==> src/rtl/sync_fifo_pkg.sv <==
// Shared sizing and pointer-increment helpers for the synchronous FIFO.
// The increment handles any depth, including non-power-of-two, by wrapping the index explicitly.
package sync_fifo_pkg;

  function automatic int ptr_bits(input int depth);
    return $clog2(depth);
  endfunction

  // Pointer is {wrap, index}; index wraps at depth-1 and toggles the wrap bit.
  function automatic logic [31:0] ptr_next(input logic [31:0] ptr, input int depth,
                                           input int pbits);
    logic [31:0] idx_mask;
    logic [31:0] idx;
    logic [31:0] wrap;
    idx_mask = (32'd1 << pbits) - 32'd1;
    idx      = ptr & idx_mask;
    wrap     = (ptr >> pbits) & 32'd1;
    if (idx == 32'(depth - 1)) begin
      idx  = '0;
      wrap = wrap ^ 32'd1;
    end else begin
      idx = idx + 32'd1;
    end
    return (wrap << pbits) | idx;
  endfunction

endpackage

==> src/rtl/fifo_wrap_ptr.sv <==
// One {wrap, index} FIFO pointer register with synchronous active-low reset.
// Instantiated once for the write side and once for the read side.
module fifo_wrap_ptr
  import sync_fifo_pkg::*;
#(
  parameter int  DEPTH = 7,
  localparam int PW    = ptr_bits(DEPTH) + 1
) (
  input  logic          clk,
  input  logic          rst_n,
  input  logic          en,
  output logic [PW-1:0] ptr
);

  always_ff @(posedge clk) begin
    if (!rst_n) begin
      ptr <= '0;
    end else if (en) begin
      ptr <= PW'(ptr_next(32'(ptr), DEPTH, PW - 1));
    end
  end

endmodule

==> src/rtl/synchronous_fifo.sv <==
// Single-clock FIFO, arbitrary depth, registered read data, FULL/EMPTY from wrap-bit pointers.
// Optional overflow/underflow pulse outputs when SYNC_FIFO_ERR_FLAGS_EN is defined.
module synchronous_fifo
  import sync_fifo_pkg::*;
#(
  parameter int  DEPTH      = 7,
  parameter int  DATA_WIDTH = 6,
  localparam int PTR_BITS   = ptr_bits(DEPTH)
) (
  input  logic                  clk,
  input  logic                  rst_n,
  input  logic                  wr_en,
  input  logic                  rd_en,
  output logic                  FULL,
  output logic                  EMPTY,
  input  logic [DATA_WIDTH-1:0] data_in,
  output logic [DATA_WIDTH-1:0] data_out,
  output logic [PTR_BITS:0]     wr_ptr,
  output logic [PTR_BITS:0]     rd_ptr
`ifdef SYNC_FIFO_ERR_FLAGS_EN
  ,
  output logic                  overflow,
  output logic                  underflow
`endif
);

  logic [DATA_WIDTH-1:0] mem [DEPTH];
  logic [DATA_WIDTH-1:0] rd_data_p1;
  logic [PTR_BITS-1:0]   wr_idx;
  logic [PTR_BITS-1:0]   rd_idx;
  logic                  wr_acc;
  logic                  rd_acc;

  assign wr_idx = wr_ptr[PTR_BITS-1:0];
  assign rd_idx = rd_ptr[PTR_BITS-1:0];

  assign EMPTY  = (wr_ptr == rd_ptr);
  assign FULL   = (wr_idx == rd_idx) && (wr_ptr[PTR_BITS] != rd_ptr[PTR_BITS]);

  // Flags gate acceptance, so simultaneous requests resolve to read-only when full
  // and write-only when empty.
  assign wr_acc = wr_en && !FULL;
  assign rd_acc = rd_en && !EMPTY;

  fifo_wrap_ptr #(.DEPTH(DEPTH)) u_wr_ptr (
    .clk   (clk),
    .rst_n (rst_n),
    .en    (wr_acc),
    .ptr   (wr_ptr)
  );

  fifo_wrap_ptr #(.DEPTH(DEPTH)) u_rd_ptr (
    .clk   (clk),
    .rst_n (rst_n),
    .en    (rd_acc),
    .ptr   (rd_ptr)
  );

  always_ff @(posedge clk) begin
    if (rst_n && wr_acc) begin
      mem[wr_idx] <= data_in;
    end
  end

  // p1: registered read data, held when no read is accepted
  always_ff @(posedge clk) begin
    if (!rst_n) begin
      rd_data_p1 <= '0;
    end else if (rd_acc) begin
      rd_data_p1 <= mem[rd_idx];
    end
  end

  assign data_out = rd_data_p1;

`ifdef SYNC_FIFO_ERR_FLAGS_EN
  always_ff @(posedge clk) begin
    if (!rst_n) begin
      overflow  <= 1'b0;
      underflow <= 1'b0;
    end else begin
      overflow  <= wr_en && FULL;
      underflow <= rd_en && EMPTY;
    end
  end
`endif

endmodule

==> config.mk <==
export PLATFORM = sky130hd
export DESIGN_NAME = synchronous_fifo
export DESIGN_NICKNAME = d
export VERILOG_FILES = /design/src/rtl/sync_fifo_pkg.sv /design/src/rtl/fifo_wrap_ptr.sv /design/src/rtl/synchronous_fifo.sv
export SDC_FILE = /design/constraint.sdc
export NUM_CORES = 1
export LEC_CHECK = 0
export CAP_MARGIN = 20
export CORE_MARGIN = 2
export CORE_UTILIZATION = 59
export DETAILED_ROUTE_END_ITERATION = 12
export PLACE_DENSITY = 0.9
export SLEW_MARGIN = 5
export SYNTH_ARGS = -nofsm -noshare
export SYNTH_HDL_FRONTEND = slang
export SYNTH_HIERARCHICAL = 1
export SYNTH_SLANG_ARGS = --single-unit
export TNS_END_PERCENT = 5
==> constraint.sdc <==
create_clock -name clk -period 5.85 [get_ports clk]
set_input_delay 1.17 -clock clk [delete_from_list [all_inputs] [get_ports clk]]
set_output_delay 1.17 -clock clk [all_outputs]
set_load 0.005 [all_outputs]
* After elaboration in Yosys (flattened, before gate mapping)
Memories as Yosys holds them, arrays and structs flattened. A register that Yosys moved wholly into a read port is not among the register bits. Cells that the tools add are included.
Cells by class: add/sub/neg operators 2, equal/unequal tests 5, multiplexer cells 14, bitwise logic cells 4, reduce and logical (&&, ||, !) cells 7
Operators by type and width (number):
- two-way mux 4 bit | 6
- adder 3 x 1 -> 4 bit (second input constant) | 2
- two-way mux 1 bit | 8
- OR 4 bit | 2
- == test 3 bit (second input constant) | 2
- == test 4 bit | 1
- logical AND 1 bit | 4
- == test 3 bit | 1
- logical NOT 1 bit | 3
- inverter 1 bit | 2
- != test 1 bit | 1
Word-level totals: register bits after elaboration 8, RAM bits 42, input bits 10, word-level logic and storage cells 35, memories 1
Memory list:
- mem | words 7, bits a word 6, read ports 1, clocked after memory_dff 1, wr ports 1, line synchronous_fifo.sv:27 | logic [DATA_WIDTH-1:0] mem [DEPTH];

* Depth between registers and ports, before layout
Gate-level depths: netlist of the first run.
depth after elaboration 7, mapped depth 7, depth with buffers taken out 5

* Cells and area by module
Netlist of the first run, hierarchy kept.
Modules (own cells, without submodules):
- synchronous_fifo | times used 1, cells an instance 137, area each 2010.7 um^2, seq. area each 1381.3 um^2
- fifo_wrap_ptr | times used 2, cells an instance 20, area each 182.7 um^2, seq. area each 80.1 um^2

* Least setup slack after synthesis of the first run
OpenSTA, ideal clock, no wires.
path type input to register, start in wr_en, end mem mem[0][0] (enable), library setup time 377 ps, data arrival time 2169 ps, data required time 5473 ps, setup slack 3305 ps, stages 4, path buffers 0, cells stage by stage inv_1 a41oi_2 nand3b_1 nor3_1
Between the ends: word-level cells in the longest chain between the ends 4
Ends and longest elaborated chain:
- start: declaration | line synchronous_fifo.sv:12 | input logic wr_en,
- logical AND 1 bit | line synchronous_fifo.sv:42 | assign wr_acc = wr_en && !FULL;
- named net wr_acc | line synchronous_fifo.sv:31 | logic wr_acc;
- logical AND 1 bit | line synchronous_fifo.sv:60 | if (rst_n && wr_acc) begin
- two-way mux 1 bit | line synchronous_fifo.sv:60
- two-way mux 1 bit (implied by the code) | line synchronous_fifo.sv:61 | mem[wr_idx] <= data_in;
- end: declaration | line synchronous_fifo.sv:27
The timed path passes the listed nets, and every way through them passes these cells.

* Worst setup path in the final report of the first run
start reg u_rd_ptr.ptr[0], end out FULL
Between the ends: word-level cells in the longest chain between the ends 2
Ends and longest elaborated chain:
- start: declaration | line fifo_wrap_ptr.sv:12 | output logic [PW-1:0] ptr
- start signal: assignment | line fifo_wrap_ptr.sv:19 | ptr <= PW'(ptr_next(32'(ptr), DEPTH, PW - 1));
- == test 3 bit | line synchronous_fifo.sv:38 | assign FULL = (wr_idx == rd_idx) && (wr_ptr[PTR_BITS] != rd_ptr[PTR_BITS]);
- logical AND 1 bit | line synchronous_fifo.sv:38
- end: declaration | line synchronous_fifo.sv:14 | output logic FULL,
No other way between the ends.

==> results of run 1 <==
==> layout make-up <==
type	instances	area (um2)	area share
flip-flops and latches	56	1540	0.568
well taps	50	62.6	0.0230
inverters	4	15.0	0.00553
repair buffers	26	258	0.0949
clock inverters	2	11.3	0.00415
multi-input cells	109	754	0.278
clock buffers	6	72.6	0.0267
==> power by group through the flow <==
stage | clock, uW | sequential (uW) | combinational (uW)
final | 196 | 456 | 89.6
after global routing | 211 | 458 | 98.4
after detailed placement | 0 | 465 | 87.1
after floorplan | 0 | 458 | 56.6
after global placement | 0 | 463 | 84.3
after CTS | 201 | 456 | 89.5
==> sequential cells by signal (all words and copies together), names as in the netlist <==
name,cells
u_wr_ptr/ptr,4
u_rd_ptr/ptr,4
mem,42
data_out,6
==> metrics by stage <==
stage                     std cells  cell area [um2]
final                           253             2720
after global routing            253             2720
after CTS                       253             2720
after detailed placement        245             2630
after global placement          245             2630
after floorplan                 177             2380
==> synth_stat cells <==
master    number
buf_2          1
nand3_2        2
a21oi_1       14
dfxtp_1       14
xnor2_1        1
xnor2_2        3
o21ai_2        1
o21ai_1        2
a21boi_0       4
o21ai_0       11
xor2_1         2
buf_6          3
clkbuf_1       1
mux2i_1       18
o31ai_2        2
nand4b_1       4
or2_2          1
nand2b_1       4
a41oi_2        2
nand3b_1       3
nor2_1         5
nand3_1        3
buf_4          3
o22ai_1        6
nor3_1         4
or2b_1         1
edfxtp_1      42
nand2_1       16
inv_1          4
==> placed cells by master, fill, tap and decap left out, types with 3 or more instances in the layout <==
cell,synthesis,routed
nor2_1,5,5
nand4b_1,4,4
clkdlybuf4s50_1,0,25
a21oi_1,14,14
edfxtp_1,42,42
o21ai_0,11,11
nor3_1,4,4
a21boi_0,4,4
inv_1,4,4
o22ai_1,6,6
mux2i_1,18,18
clkbuf_8,0,5
nand2b_1,4,4
nand2_1,16,16
nand3_1,3,3
nand3b_1,3,3
dfxtp_1,14,14
xnor2_2,3,3
==> critical path, stage by stage (launching register included) <==
cell,delay (ps)
dfxtp_1,840
xnor2_2,220
nand2_1,110
nor3_1,200
clkdlybuf4s50_1,530
==> routing by layer <==
| metal | GRT usage | vias to the layer above | wire [um] |
|---|---|---|---|
| li1 | - | 710 | - |
| met1 | 0.269 | 699 | 1820 |
| met2 | 0.315 | 47 | 2080 |
| met3 | 0.0700 | 14 | 244 |
| met4 | 0.107 | 0 | 122 |
| met5 | 0 | - | 0 |
==> kinds of logic (layout without fill, tap and decap cells) <==
| logic type | after synthesis | after routing | share of synthesized area |
|---|---|---|---|
| AND/OR/NAND/NOR | 43 | 43 | 0.0969 |
| flip-flops | 56 | 56 | 0.649 |
| XOR/XNOR | 6 | 6 | 0.0316 |
| AO/OA/AOI/OAI | 42 | 42 | 0.113 |
| buffers and inverters | 12 | 38 | 0.0337 |
| multiplexers | 18 | 18 | 0.0758 |
==> path summary, 6_finish.rpt <==
| path | slack [ps] | end | start |
|---|---|---|---|
| min | 540 | data_out[3]$_SDFFE_PN0P_ | data_out[3]$_SDFFE_PN0P_ |
| max reg2reg | 3120 | mem[1][3]$_DFFE_PP_ | u_rd_ptr/ptr[0]$_SDFFE_PN0P_ |
| max | 2480 | FULL | u_rd_ptr/ptr[0]$_SDFFE_PN0P_ |
| min reg2reg | 540 | data_out[3]$_SDFFE_PN0P_ | data_out[3]$_SDFFE_PN0P_ |
==> flow_summary.toml, run 1 <==
[timing]
worst_pin_slew_ps = 800
max_slew_margin = 0.467
rsz0062_at_grt = "no"
hold_violations = 0
setup_viol_count_final = 0
holdWs_ps = 538
post-route-period-util = 0.577
drv_slew = 0
max_freq_mhz = 296
setup_ws_ps = 2480
fin_setup_tns_ps = 0
timing.final.crit_period_ps = 3370
skew_ps = 10.5

[critical_path]
critPathRequiredTime_ps = 4680
path_class = "reg -> out"
critPathCaptureType = "primary output"
start_kind = "flop"
crit_path_max_fanout = 16
arrival_ps = 2200
r2r.worst_path.cells = 4

[clocking]
cts-hold-fix-buffers = 0
cts_setup_buffers = 0
clk_path_buf_depth = 2
cts_resized = 0
clk_latency_ps = 310
htreeDepth = 2
clk_pin_slew_worst_paths_ps = 90
cts_tree = "yes"
clock-sinks = 56
root_buffer = "clkbuf_8"
cts_buffers = 5

[pwr]
internal_power_uw = 569
swShare = 0.233
peakVddDrop_v = 0.000195
total_power_uw = 741
p_leak_uw = 0.000826
seq_power_share = 0.615
clock_power_share = 0.264
powerDensity_mw_per_mm2 = 273
power.switching_uw = 173
p_comb_frac = 0.121

[floorplan]
ios = 26
coreArea_mm2 = 0.00394
dieArea_mm2 = 0.00455
dieWidth_um = 67.5
rows = 23
die_h_um = 67.5
initial_core_util = 0.603

[global_routing]
antenna_found_initial = 0
grt.overflow.total = 0
grt.total_usage = 0.209
grt_pass1_vias = 1360
grt_first_pass_wirelength_um = 6600
grt_max_degree = 31

[yosys]
yosysTopAreaCellShare = 0.531
syn_area_mm2 = 0.00238
synthTopCellsByArea = "edfxtp_1 (53%), dfxtp_1 (12%), mux2i_1 (7.6%)"
yosysSeqAreaShare = 0.649
synth_cells = 177
synth_top_area_cell = "edfxtp_1"
synth.avg_cell_area_um2 = 13.4
synth_fp_nets = 187
ys_ff_latch = 56
yosys_warnings = 6
synth_cell_types = 29

[cells_and_area]
layout-drive-gt1-share = 0.0887
antennaDiodeCount = 0
final_nets = 212
fill_cells = 257
area_growth_pct = 14.3
finish.utilization = 0.689

[drt]
vias_per_cell = 5.81
vias = 1470
first_iter_violations = 151
first_pass_iters = 4
ant_nets = 0
finalWirelength_um = 4260
wl_per_cell_um = 16.8
drc_errors = 0

[place]
place.gp.congestion = 0.845
pre_cts_ws_ps = 2540
port_buffers = 25
dpl.hpwl_um = 2840

[status]
run_status = "finished clean"

[flow_run]
maxCapViolCount = 0

[worst_hold_path]
hp-class = "reg -> reg"
whs_path_depth = 2
Note: power is estimated with default switching activity, not from simulation.
==> run 2, diff against run 1 <==
- CORE_UTILIZATION: 59 -> 55
- PLACE_DENSITY: 0.9 -> 0.85
- clock period: 5.85 -> 3.2 ns (I/O delays scaled with it)
==> run 2 against run 1 <==
Against the previous run: routed wire length up 3.9%; design area up 2.7%; die area up 6.8%; sequential share of layout area down 1.5 points; largest power group unchanged.
==> flow_summary.toml, run 2 (synthesized netlist as in run 1, its figures left out) <==
[status]
run_status = "finished clean"

[floorplan]
rows = 23
dieWidth_um = 69.7
initial_core_util = 0.581
coreArea_mm2 = 0.00409
die_h_um = 69.7
dieArea_mm2 = 0.00486
ios = 26

[timing]
worst_pin_slew_ps = 801
timing.final.crit_period_ps = 2560
setup_viol_count_final = 0
hold_violations = 0
rsz0062_at_grt = "no"
fin_setup_tns_ps = 0
drv_slew = 0
post-route-period-util = 0.799
max_slew_margin = 0.466
skew_ps = 8.11
max_freq_mhz = 391

[clocking]
clk_latency_ps = 310
cts_tree = "yes"
clk_pin_slew_worst_paths_ps = 100
clock-sinks = 56
root_buffer = "clkbuf_8"
cts-hold-fix-buffers = 0
htreeDepth = 2
clk_path_buf_depth = 2
cts_resized = 0
cts_buffers = 5
cts_setup_buffers = 0

[global_routing]
antenna_found_initial = 0
grt_first_pass_wirelength_um = 6870
grt_pass1_vias = 1356
grt.overflow.total = 0
grt_max_degree = 31
grt.total_usage = 0.190

[critical_path]
r2r_slack_ps = 870
setup.worst_path.start = "u_rd_ptr/ptr[0]$_SDFFE_PN0P_"
r2r.worst_path.cells = 4
arrival_ps = 1920
timing.rr.start = "u_wr_ptr/ptr[1]$_SDFFE_PN0P_"
crit_path_max_fanout = 16
crit-reg2reg-capture = "mem[4][0]$_DFFE_PP_"
max_stage_delay_ps = 530
critPathRequiredTime_ps = 2560
path_class = "reg -> out"
cp_slowest_cell = "clkdlybuf4s50_1"
path_cells = "buf_4 > xnor2_2 > nand2_1 > nor3_1 > clkdlybuf4s50_1"
crit_end = "FULL"
start_kind = "flop"
critPathCaptureType = "primary output"

[pwr]
total_power_uw = 1460
p_leak_uw = 0.000874
peakVddDrop_v = 0.000315
powerDensity_mw_per_mm2 = 524

[cells_and_area]
layout-drive-gt1-share = 0.120
final_nets = 218
fill_cells = 284
antennaDiodeCount = 0
largest_reg_flops = 42
ff_latch_area_mm2 = 0.00154
area_growth_pct = 17.3
multiInputGateArea_um2 = 754
largest_register = "mem"
stdcell_area_mm2 = 0.00279
mostFrequentLayoutCell = "edfxtp_1"
layout_common_cells = "edfxtp_1 (42), clkdlybuf4s50_1 (25), mux2i_1 (18), nand2_1 (16)"

[drt]
finalWirelength_um = 4430
drc_errors = 0
ant_nets = 0
first_pass_iters = 5
first_iter_violations = 108
vias_per_cell = 5.68
wl_per_cell_um = 17.1
vias = 1470

[place]
place.gp.congestion = 0.841
dpl.hpwl_um = 3080
port_buffers = 25
dpl-instance-area_mm2 = 0.00268

[flow_run]
maxCapViolCount = 0

[worst_hold_path]
hp-class = "reg -> reg"
whs_path_depth = 2
-- run 2: per-stage QoR --
| stage | setup slack (ps) | cells | hold WS [ps] | utilization |
|---|---|---|---|---|
| 6_report | 644 | 259 | 529 | 0.682 |
| 5_1_grt | 560 | 259 | 565 | 0.682 |
| 4_1_cts | 634 | 259 | 528 | 0.682 |
| 3_5_place_dp | 627 | 251 | 508 | 0.655 |
| 3_3_place_gp | 716 | 251 | 509 | 0.655 |
| 2_1_floorplan | 1100 | 177 | 506 | - |
-- run 2: where the power goes --
part	switching, uW	leakage, uW	internal [uW]
combinational	91.9	0.000325	90.3
clock	224	0.0000558	237
sequential	14.9	0.000494	803
total	330	0.000874	1130
-- run 2: layout make-up --
type | instances | area share
clock buffer | 6 | 0.0260
clock inverter | 2 | 0.0139
inverter | 4 | 0.00539
multi-input combinational | 109 | 0.271
sequential | 56 | 0.553
tap | 50 | 0.0224
timing repair buffer | 32 | 0.109
-- run 2: worst min-delay path by stage --
stage | startpoint | end | slack, ps
after floorplan | data_out[1]$_SDFFE_PN0P_ | data_out[1]$_SDFFE_PN0P_ | 510
after global placement | data_out[1]$_SDFFE_PN0P_ | data_out[1]$_SDFFE_PN0P_ | 510
after detailed placement | data_out[3]$_SDFFE_PN0P_ | data_out[3]$_SDFFE_PN0P_ | 510
after CTS | data_out[3]$_SDFFE_PN0P_ | data_out[3]$_SDFFE_PN0P_ | 530
after global routing | data_out[3]$_SDFFE_PN0P_ | data_out[3]$_SDFFE_PN0P_ | 570
final | data_out[3]$_SDFFE_PN0P_ | data_out[3]$_SDFFE_PN0P_ | 530
-- run 2: routing by layer --
metal	global-route usage	share of wire	vias to the layer above
li1	-	-	726
met3	0.0363	0.045	10
met2	0.298	0.47	45
met4	0.0940	0.023	0
met5	0	0	-
met1	0.255	0.46	689
-- run 2: critical path: cells and delay by family (launching register included) --
| kind | cells | cell delay [ps] |
|---|---|---|
| xor gates and xnor gates | 1 | 260 |
| buffers and inverters | 2 | 730 |
| DFF | 1 | 310 |
| and+or+nand+nor | 2 | 310 |
